## config.mk

```make
export PLATFORM = sky130hd
export DESIGN_NAME = sr_cmd_gen
export DESIGN_NICKNAME = d
export VERILOG_FILES = /design/src/rtl/sr_cmd_gen.sv
export SDC_FILE = /design/constraint.sdc
export NUM_CORES = 1
export LEC_CHECK = 0
export BUFFER_PORTS_ARGS = -buffer_cell sky130_fd_sc_hd__buf_4
export CAP_MARGIN = 10
export CORE_MARGIN = 1.5
export CORE_UTILIZATION = 35
export DETAILED_ROUTE_END_ITERATION = 8
export GPL_TIMING_DRIVEN = 0
export SLEW_MARGIN = 30
export SYNTH_ARGS = -nofsm -noshare
export SYNTH_HDL_FRONTEND = slang
export SYNTH_SLANG_ARGS = --single-unit
```

## constraint.sdc

```tcl
create_clock -name clk -period 3.3 [get_ports clk]
set_input_delay 0.165 -clock clk [delete_from_list [all_inputs] [get_ports clk]]
set_output_delay 0.165 -clock clk [all_outputs]
set_load 0.02 [all_outputs]
```

## src/rtl/sr_cmd_gen.sv

```systemverilog
// sr_cmd_gen: command stage in front of the SR flip-flop bank.
// Raw request lines pass through a two-flop synchronizer and a debounce
// filter. A rising edge of the debounced level becomes a one-cycle S or R
// pulse, and S and R are never driven high together.
// Optional feature macro: SR_CMD_TOGGLE_EN adds a toggle request input
// (tog_req). A toggle issues S or R depending on the tracked output state.
module sr_cmd_gen #(
    parameter int DB_CYCLES  = 4,
    parameter int CNT_W      = 3,
    parameter int PRIORITY_R = 1
) (
    input  logic clk,
    input  logic CLRn,
    input  logic set_req,
    input  logic rst_req,
`ifdef SR_CMD_TOGGLE_EN
    input  logic tog_req,
`endif
    output logic S,
    output logic R,
    output logic q_track,
    output logic conflict
);

`ifdef SR_CMD_TOGGLE_EN
    localparam int NCH = 3;
`else
    localparam int NCH = 2;
`endif

    // The counter reaches this value on the last stable cycle before the
    // debounced level is allowed to follow the synchronized input.
    localparam logic [CNT_W-1:0] CNT_LAST = CNT_W'(DB_CYCLES - 1);

    // Channel 0 is set, channel 1 is reset, and channel 2 is toggle when enabled.
    logic [NCH-1:0] raw;
    logic [NCH-1:0] rise;

`ifdef SR_CMD_TOGGLE_EN
    assign raw = {tog_req, rst_req, set_req};
`else
    assign raw = {rst_req, set_req};
`endif

    for (genvar gi = 0; gi < NCH; gi++) begin : g_ch
        logic             sync1_q;
        logic             sync2_q;
        logic             db_q;
        logic             db_d;
        logic             db_prev_q;
        logic [CNT_W-1:0] cnt_q;
        logic [CNT_W-1:0] cnt_d;

        // Debounce: count consecutive cycles where the synchronized input
        // differs from the debounced level. Any agreement restarts the count.
        always_comb begin
            db_d  = db_q;
            cnt_d = cnt_q;
            if (sync2_q == db_q) begin
                cnt_d = '0;
            end else if (cnt_q == CNT_LAST) begin
                db_d  = sync2_q;
                cnt_d = '0;
            end else begin
                cnt_d = cnt_q + CNT_W'(1);
            end
        end

        // Synchronizer, debounce state, and a one-cycle-late copy of the
        // debounced level for rising-edge detection.
        always_ff @(posedge clk or negedge CLRn) begin
            if (!CLRn) begin
                sync1_q   <= 1'b0;
                sync2_q   <= 1'b0;
                db_q      <= 1'b0;
                db_prev_q <= 1'b0;
                cnt_q     <= '0;
            end else begin
                sync1_q   <= raw[gi];
                sync2_q   <= sync1_q;
                db_q      <= db_d;
                db_prev_q <= db_q;
                cnt_q     <= cnt_d;
            end
        end

        // A request qualifies only on a 0->1 transition of the debounced level.
        assign rise[gi] = db_q & ~db_prev_q;
    end

    logic s_q;
    logic s_d;
    logic r_q;
    logic r_d;
    logic q_track_q;
    logic q_track_d;
    logic conflict_q;
    logic conflict_d;
    logic set_hit;
    logic rst_hit;

    assign set_hit = rise[0];
    assign rst_hit = rise[1];

    // Arbitrate the qualified requests into at most one pulse. The tracked
    // state follows whichever pulse is issued.
    always_comb begin
        s_d        = 1'b0;
        r_d        = 1'b0;
        conflict_d = 1'b0;
        q_track_d  = q_track_q;

        if (set_hit && rst_hit) begin
            conflict_d = 1'b1;
            if (PRIORITY_R != 0) begin
                r_d = 1'b1;
            end else begin
                s_d = 1'b1;
            end
        end else if (set_hit) begin
            s_d = 1'b1;
        end else if (rst_hit) begin
            r_d = 1'b1;
        end

`ifdef SR_CMD_TOGGLE_EN
        // An explicit request overrides a toggle in the same cycle. In that
        // case the toggle is dropped and flagged as a conflict.
        if (rise[2]) begin
            if (set_hit || rst_hit) begin
                conflict_d = 1'b1;
            end else if (q_track_q) begin
                r_d = 1'b1;
            end else begin
                s_d = 1'b1;
            end
        end
`endif

        if (s_d) begin
            q_track_d = 1'b1;
        end else if (r_d) begin
            q_track_d = 1'b0;
        end
    end

    // Register the pulses so the outputs are stable well before the
    // downstream flip-flop samples them on the falling edge.
    always_ff @(posedge clk or negedge CLRn) begin
        if (!CLRn) begin
            s_q        <= 1'b0;
            r_q        <= 1'b0;
            q_track_q  <= 1'b0;
            conflict_q <= 1'b0;
        end else begin
            s_q        <= s_d;
            r_q        <= r_d;
            q_track_q  <= q_track_d;
            conflict_q <= conflict_d;
        end
    end

    assign S        = s_q;
    assign R        = r_q;
    assign q_track  = q_track_q;
    assign conflict = conflict_q;

endmodule

```

Word-level counts from Yosys, hierarchy flattened

Cells that the tools add are included.
Widths: inputs -> output; s select.

Bits in registers: 18
Bits in latches: 0
Bits in writable memories: 0
Bits in read-only memories: 0
Output and inout bits: 4
Memories: 0

Add/subtract/negate cells: 2
Multipliers: 0
Div/mod/pow operators: 0
$lt $le $gt $ge: 0
Equality and inequality tests: 4
Shift operators: 0
Multiplexer cells: 12
Bitwise logic cells: 6
Reductions and logical operators: 4

Operators with widths:

| kind                | number |
|---|---|
| $mux 3              | 4 |
| $mux 1              | 8 |
| $add 3x1->3 const B | 2 |
| $eq 3x2->1 const B  | 2 |
| $not 1->1           | 4 |
| $reduce_and 2->1    | 2 |
| $and 1x1->1         | 2 |
| $eq 1x1->1          | 2 |
| $reduce_bool 2->1   | 1 |
| $logic_and 1x1->1   | 1 |

Longest topological paths before layout

Gate-level depths: netlist of the first run.

Depth in word-level cells: 7
Mapped depth: 3
Depth with buffers taken out: 3

Worst setup path after synthesis of the first run

Ideal clock, no wire load.

Path kind: reg-to-reg
From: reg g_ch[1].cnt_q[0]
To: reg g_ch[1].db_q
Arrival: 0.972 ns
Slack: 2.204 ns
Stages on the path, launching flop included: 4
Clock period less this slack: 1.096 ns
Path through: dfrtp_1 ha_1 nor2b_1 mux2_2

Word-level cells in the longest chain between the ends: 2

Ends and longest elaborated chain:

| item                       | line | source |
|---|---|---|
| start: declaration         | 51   | `logic [CNT_W-1:0] cnt_q;` |
| start signal: assignment   | 83   | `cnt_q <= cnt_d;` |
| $eq 3x2->1                 | 61   | `end else if (cnt_q == CNT_LAST) begin` |
| $reduce_and 2->1 (no line) | -    |  |
| end signal: assignment     | 75   | `db_q <= 1'b0;` |
| end signal: assignment     | 81   | `db_q <= db_d;` |
| end: declaration           | 48   | `logic db_q;` |

Every way passes these cells.
A chain may end at the register's enable or synchronous reset.

Worst setup path after layout of the first run

Same ends and word-level chain as after synthesis.

==> metrics.md, run 1 <==
| Metric | Value |
|---|---|
| DR DRC count | 0 |
| Total power | 622.5 uW |
| Max_cap viols | 0 |
| Synth Warn # | 0 |
| Crit-path max FO | 2 |
| Fill count | 149 |
| Syn_area_per_cell | 16.10 um2 |
| Synthesized area | 611.8 um2 |
| N_diodes | 0 |
| Area fraction of the dominant cell type after synthesis | 0.7362 |
| RSZ-0062 raised after global routing | false |
| Critical path class | reg -> reg |
| Clock period minus final worst setup slack | 1.203 ns |
| Cell Rows | 14 |
| Outcome | finished clean |
| WL per Instance | 11.99 um |
| Sequential area share after synthesis | 0.7362 |
| ANT nets after route | 0 |
| Register bit count reported by yosys | 18 |
| First DRT Iteration DRCs | 1 |
| Setup bufs post-CTS | 0 |
| Post-route setup TNS | 0 ns |
| Crit end category | register |
| Vias in the first global route | 332 |
| Port-buffer cells | 7 |
| WP data required | 3.47 ns |
| Fin nets | 59 |
| Pins Over Slew Limit | 0 |
| Largest net degree at the start of global routing | 19 |
| Share of post-route cells with drive strength above 1 | 0.2885 |
| Syn nets | 44 |
| Yosys top cell by area | dfrtp_1 |
| Gr usage total | 0.1109 |
| Die height | 44.81 um |
| Worst rel slew slack | 0.7947 |
| Peak VDD IR | 0.2897 mV |
| CTS Hold Bufs | 3 |
| Clock Skews | 0.004134 ns |
| Max H-tree Level | 1 |
| Grt total ovfl | 0 |
| Synthesis-to-finish area growth | 22.70% |
| Fin crit share | 0.3645 |
| Worst Setup Start Kind | register |
| Worst-path clk slew | 0.09 ns |
| GP Congestion | 0.7248 |
| Lkg Pwr | 0.3589 nW |
| Synth top area cells | dfrtp_1, ha_1, mux2_2 |
| IO Count | 8 |
| Cell variety after synth | 13 |
| Pwr dens | 829.3 nW/um2 |
| Initial antenna violation count | 0 |
| Fmax achieved | 831.4 MHz |
| Synth Instances | 38 |
| Design Area, Final | 750.7 um2 |
| Crit path DAT | 1.37 ns |
| Drt first pass iters | 4 |
| Routed Wire Length | 815 um |
| Die Area | 2008 um2 |
| Clock Tree Buf Depth | 2 |
| DR vias/cell | 4.618 |
| First-pass GRT wire length | 1449 um |
| # setup viols final | 0 |
| Placed Cells | 61 |
| Num CTS Buffers | 3 |
| Post-route insts no fill | 68 |
| Clock root buffer | clkbuf_4 |
| Post-CTS Resized | 0 |
| Core area | 1577 um2 |
| Placed inst area | 684.4 um2 |
| Post-DP HPWL | 608.4 um |
| Sink Count | 18 |
| CTS tree | built |
| Hold crit path type | in -> async |
| Worst-Margin Slew | 0.3057 ns |
| Initial Util | 0.3881 |
| Die X | 44.81 um |
| Worst-Skew Late Latency | 0.28 ns |
| Final Hold Viols | 0 |
| Total vias in the final route | 314 |
state kept, by name (all words and copies together) (netlist names):
register	cells
g_ch.cnt_q	6
g_ch.db_prev_q	2
g_ch.db_q	2
g_ch.sync1_q	2
g_ch.sync2_q	2
R	1
S	1
conflict	1
q_track	1
cells in the final DEF, fill, tap and decap left out:
cell	netlist	routed
nor3_1	2	2
nor2b_1	3	3
xnor2_1	2	2
inv_1	1	1
nor3b_1	3	3
dfrtp_1	18	18
mux2_2	2	2
nor2_1	1	1
a21oi_1	1	1
buf_4	0	7
ha_1	2	2
nand2b_1	1	1
clkbuf_4	0	3
nor2b_4	1	1
clkbuf_8	0	1
nor3b_2	1	1
dlygate4sd3_1	0	3
per-stage QoR:
step / hold WS [ns] / setup WS, ns / utilization
after floorplan: -0.1306 / 2.204 / -
after global placement: 0.03291 / 2.184 / 0.4341
after detailed placement: 0.03960 / 2.098 / 0.4341
after CTS: 0.2727 / 2.079 / 0.4762
after global routing: 0.2626 / 2.021 / 0.4762
final: 0.2755 / 2.097 / 0.4762
synthesized netlist by cell type, drive strengths merged:
master,instances
dfrtp,18
nor2b,4
nor3b,4
ha,2
mux2,2
nor3,2
xnor2,2
a21oi,1
inv,1
nand2b,1
nor2,1
worst max-delay path: stages (launching register included):
cell and delay (ns):
dfrtp_1 0.36, ha_1 0.18, nor2b_1 0.20, mux2_2 0.36
final cells by class:
class                      count  area (um2)  share of cell area
inverter                       1       3.754            0.005000
timing repair buffer          10       82.58              0.1100
multi-input combinational     19       157.7              0.2100
tap                           16       20.02             0.02667
clock buffer                   4       36.28             0.04833
sequential                    18       450.4              0.6000
report_power, final:
part / switching, mW / leakage [nW] / internal [mW] / total, mW
clock: 0.0594 / 0.0210 / 0.0671 / 0.126
sequential: 0.0373 / 0.226 / 0.287 / 0.325
combinational: 0.0834 / 0.112 / 0.0879 / 0.171
logic make-up (layout without fill, tap and decap cells):
kind of cell               count (synthesis)  in the layout  synth area share
AOI/OAI and AO/OA                          1              1          0.008172
xor gates and xnor gates                   2              2           0.02864
adders and majority gates                  2              2           0.04089
buffers and inverters                      1             15          0.006129
DFF                                       18             18            0.7362
muxes                                      2              2           0.03681
and+or+nand+nor                           12             12            0.1431
final timing paths:
kind / startpoint / end / slack (ns) / cells after the start
setup / recovery: g_ch[1].cnt_q[0] / g_ch[1].db_q / 2.10 / 3
hold / removal: CLRn / g_ch[1].db_prev_q / 0.28 / 2
setup reg to reg: g_ch[1].cnt_q[0] / g_ch[1].db_q / 2.10 / 3
hold reg to reg: g_ch[0].sync1_q / g_ch[0].sync2_q / 0.35 / 0
max in group asynchronous: CLRn / g_ch[1].cnt_q[0] / 2.84 / 2
min in group clk: g_ch[0].sync1_q / g_ch[0].sync2_q / 0.35 / 0
metal layers:
metal | GRT usage | wire length (um)
met5 | 0 | 0
met2 | 0.2000 | 423
met1 | 0.09974 | 351
met3 | 0.06000 | 40
met4 | 0.05294 | 0
No activity file was read; power rests on OpenSTA's default activity.
==> inputs of run 2 (changes only) <==
Clock period 3.3 ns to 1.18 ns, I/O delays scaled along.
==> metrics.md, run 2 (synthesized netlist as in run 1, its figures left out) <==
| Metric | Value |
|---|---|
| Synthesis-to-finish area growth | 28.43% |
| Pwr dens | 2278 nW/um2 |
| Clock root buffer | clkbuf_4 |
| Most frequent cells in the layout | dfrtp_1, buf_4, nor3b_1, clkbuf_4, dlygate4sd3_1 |
| Initial antenna violation count | 0 |
| Drt first pass iters | 1 |
| # setup viols final | 0 |
| Die X | 44.81 um |
| Most flops, register | g_ch.cnt_q |
| Die height | 44.81 um |
| First-pass GRT wire length | 1476 um |
| Worst Setup Start Kind | register |
| WP data required | 1.35 ns |
| Critical path class | reg -> reg |
| Max_cap viols | 0 |
| Die Area | 2008 um2 |
| First DRT Iteration DRCs | 0 |
| Pins Over Slew Limit | 0 |
| Post-DP HPWL | 608.4 um |
| Placed inst area | 684.4 um2 |
| Outcome | finished clean |
| IO Count | 8 |
| CTS tree | built |
| Fill count | 148 |
| Initial Util | 0.3881 |
| Max H-tree Level | 1 |
| Design Area, Final | 785.8 um2 |
| Commonest non-fill, non-tap cell in the layout | dfrtp_1 |
| Max reg flops | 6 |
| Worst-Skew Late Latency | 0.28 ns |
| Final Hold Viols | 0 |
| Hold crit path type | in -> async |
| Num CTS Buffers | 3 |
| Grt total ovfl | 0 |
| Clock Tree Buf Depth | 2 |
| GP Congestion | 0.7248 |
| Share of post-route cells with drive strength above 1 | 0.3818 |
| Worst-path clk slew | 0.09 ns |
| Routed Wire Length | 807 um |
| Vias in the first global route | 335 |
| Cell Rows | 14 |
| Fin nets | 62 |
| ANT nets after route | 0 |
| Clock period minus final worst setup slack | 1.140 ns |
| Largest net degree at the start of global routing | 19 |
| Clock Skews | 0.004970 ns |
| Core area | 1577 um2 |
| DR vias/cell | 4.606 |
| Crit path DAT | 1.31 ns |
| Worst-Margin Slew | 0.3065 ns |
| Gr usage total | 0.1135 |
| Crit-path max FO | 2 |
| Crit end category | register |
| Fin crit share | 0.9663 |
| Worst rel slew slack | 0.7942 |
| N_diodes | 0 |
| Peak VDD IR | 0.8124 mV |
| Lkg Pwr | 0.3710 nW |
| WL per Instance | 11.37 um |
| Port-buffer cells | 7 |
| Total vias in the final route | 327 |
| Sink Count | 18 |
| DR DRC count | 0 |
| Min Hold Slack | 0.1686 ns |
| Fmax achieved | 877.0 MHz |
| Util after Layout | 0.4984 |
-- run 2: final cells by class --
class / count / area (um2) / area share
multi-input combinational: 19 / 170.2 / 0.2166
sequential: 18 / 450.4 / 0.5732
inverter: 1 / 3.754 / 0.004777
tap: 16 / 20.02 / 0.02548
timing repair buffer: 13 / 105.1 / 0.1338
clock buffer: 4 / 36.28 / 0.04618
-- run 2: worst paths after layout --
check	from	cells after the start	slack [ns]	end
min reg2reg	g_ch[0].sync1_q	0	0.35	g_ch[0].sync2_q
min	CLRn	2	0.17	S
min in group clk	g_ch[0].sync1_q	0	0.35	g_ch[0].sync2_q
max in group asynchronous	CLRn	2	0.82	g_ch[0].sync1_q
max	g_ch[0].cnt_q[0]	3	0.04	g_ch[0].db_q
max reg2reg	g_ch[0].cnt_q[0]	3	0.04	g_ch[0].db_q
-- run 2: layer usage --
metal / vias to the layer above / wire length, um / track usage
met5: - / 0 / 0
met4: 0 / 0 / 0.05294
met3: 0 / 39 / 0.06000
met2: 8 / 409 / 0.1971
met1: 157 / 358 / 0.1102
li1: 162 / - / -
-- run 2: critical path: stages (launching register included) --
cell     delay [ns]
dfrtp_1        0.36
ha_2           0.19
nor2b_4        0.15
mux2_2         0.33
-- run 2: repair_timing --
item	in CTS	in global routing
cloned	0	0
gates resized for setup	1	3
pin swaps	0	1
hold endpoints to repair	20	0
endpoints found under the setup margin	2	2
setup buffers	1	2
hold buffers	3	0
-- run 2: where the power goes --
group	internal [mW]	switching (mW)	total [mW]
clock network	0.188	0.167	0.354
registers	0.804	0.105	0.909
logic	0.287	0.240	0.527
total	1.28	0.512	1.79
-- run 2: per-stage QoR --
stage          power [mW]  worst slack, ns  setup TNS (ns)  instances
3_5_place_dp        1.404         -0.02224        -0.02224         61
5_1_grt             1.958        -0.001939       -0.003484         71
4_1_cts             1.785         0.004723               0         69
3_3_place_gp        1.359          0.06429               0         61
2_1_floorplan       1.224          0.08380               0         38
6_report            1.790          0.03978               0         71
==> inputs of run 3 (changes only) <==
Settings changed: CORE_ASPECT_RATIO from default to 1.5, CORE_UTILIZATION 35 to 30, HOLD_SLACK_MARGIN from default to 0.1.
==> metrics.md, run 3 (synthesized netlist as in run 1, its figures left out) <==
| Metric | Value |
|---|---|
| Total vias in the final route | 342 |
| Min Hold Slack | 0.1524 ns |
| Worst reg2reg endpoint | g_ch[0].db_q |
| Die X | 39.88 um |
| Part of the power in registers | 0.491 |
| First DRT Iteration DRCs | 4 |
| Num CTS Buffers | 3 |
| Placed inst area | 690.7 um2 |
| GRT Max-Usage Layer | met2 |
| Worst-Skew Late Latency | 0.29 ns |
| Hold crit path type | in -> async |
| Util after Layout | 0.4257 |
| Design Area, Final | 799.5 um2 |
| Outcome | finished clean |
| Pwr dens | 2297 nW/um2 |
| Pins Over Slew Limit | 0 |
| IO Count | 8 |
| Core area | 1878 um2 |
| Largest net degree at the start of global routing | 19 |
| Met3 Resource Use GR | 0.02264 |
| N_diodes | 0 |
| Crit-path max FO | 3 |
| # setup viols final | 0 |
| GP Congestion | 0.5926 |
| Port-buffer cells | 7 |
| Worst-path clk slew | 0.10 ns |
| First-pass GRT wire length | 1400 um |
| ANT nets after route | 0 |
| Grt total ovfl | 0 |
| Vias in the first global route | 371 |
| Multi-input gate area | 177.7 um2 |
| Max_cap viols | 0 |
| GR Util met2 | 0.1452 |
| Switching portion of total power | 0.2900 |
| Storage element area | 450.4 um2 |
| Psw | 532.5 uW |
| Worst R2R Path Depth | 3 |
| Most frequent cells in the layout | dfrtp_1, buf_4, nor3b_1, clkbuf_4, dlygate4sd3_1 |
| Final Hold Viols | 0 |
| Clock root buffer | clkbuf_4 |
| Fin crit share | 0.9598 |
| Reg2reg setup slack | 0.05 ns |
| Fin nets | 62 |
| Initial antenna violation count | 0 |
| Worst-Margin Slew | 0.2844 ns |
| Die Area | 2325 um2 |
| Crit path DAT | 1.32 ns |
| Total power | 1.836 mW |
| Crit end category | register |
| Initial Util | 0.3258 |
| Post-route insts no fill | 76 |
| Commonest non-fill, non-tap cell in the layout | dfrtp_1 |
| Post-route setup TNS | 0 ns |
| Clock period minus final worst setup slack | 1.133 ns |
| Max H-tree Level | 1 |
| DR DRC count | 0 |
| Clock Skews | 0.0008386 ns |
| Drt first pass iters | 4 |
| Gr usage total | 0.09207 |
| Post-DP HPWL | 553.6 um |
| WP data required | 1.37 ns |
| Combinational Power Share | 0.304 |
| Lkg Pwr | 0.3771 nW |
| DP Worst Slack | -0.0008411 ns |
| Share of post-route cells with drive strength above 1 | 0.3818 |
| Synthesis-to-finish area growth | 30.67% |
| Worst rel slew slack | 0.8090 |
| Routed Wire Length | 828 um |
| GR Util met1 | 0.09045 |
| Sink Count | 18 |
| Worst Setup Start Kind | register |
| Clk network pwr share | 0.205 |
| Final worst slack | 0.04744 ns |
| Die height | 58.31 um |
| CTS tree | built |
| Placed Cells | 66 |
| R2R Path Start | g_ch[0].cnt_q[0] |
| DR vias/cell | 4.500 |
| Max reg flops | 6 |
| Peak VDD IR | 0.7544 mV |
| Internal power | 1.304 mW |
| Most flops, register | g_ch.cnt_q |
| WL per Instance | 10.89 um |
| Cell Rows | 19 |
| Critical path class | reg -> reg |
| Fmax achieved | 883.0 MHz |
| Fill count | 179 |
| Clock Tree Buf Depth | 2 |
==> run 3: worst max-delay path: stages, from the launching register on <==
cell	delay [ns]
dfrtp_1	0.37
ha_2	0.18
nor2b_4	0.17
mux2_4	0.31
==> run 3: layer usage <==
| metal | routed length, um | up-vias |
|---|---|---|
| met5 | 0 | - |
| met4 | 12 | 0 |
| met3 | 31 | 2 |
| met2 | 463 | 10 |
| met1 | 321 | 171 |
| li1 | - | 159 |
==> run 3: repair_timing <==
action / CTS / global route
gates resized for setup: 1 / 5
pin swaps: 0 / 2
hold endpoints to repair: 20 / 0
buffers inserted: 1 / 2
endpoints found under the setup margin: 2 / 2
hold buffers: 3 / 0
==> run 3: cell type report <==
class | count | area share
sequential | 18 | 0.5634
tap | 21 | 0.03286
timing repair buffer | 13 | 0.1315
inverter | 1 | 0.004695
multi-input combinational | 19 | 0.2222
clock buffer | 4 | 0.04538
==> run 3: power groups by stage <==
| stage | Sequential, mW | Clock, mW | Combinational [mW] |
|---|---|---|---|
| CTS | 0.902 | 0.395 | 0.513 |
| global route | 0.932 | 0.412 | 0.627 |
| floorplan | 0.971 | 0 | 0.253 |
| detailed placement | 0.917 | 0 | 0.481 |
| global placement | 0.903 | 0 | 0.464 |
| finish | 0.902 | 0.377 | 0.557 |
==> run 3: worst max path at each step <==
stage | slack, ns | endpoint | start | cells after the start
after detailed placement | -0.0008 | g_ch[1].db_q | g_ch[1].cnt_q[0] | 3
after CTS | 0.0004 | g_ch[0].db_q | g_ch[0].cnt_q[0] | 3
final | 0.05 | g_ch[0].db_q | g_ch[0].cnt_q[0] | 3
after global placement | 0.02 | g_ch[1].db_q | g_ch[1].cnt_q[0] | 3
after floorplan | 0.08 | g_ch[1].db_q | g_ch[1].cnt_q[0] | 3
after global routing | -0.01 | g_ch[0].db_q | g_ch[0].cnt_q[0] | 3
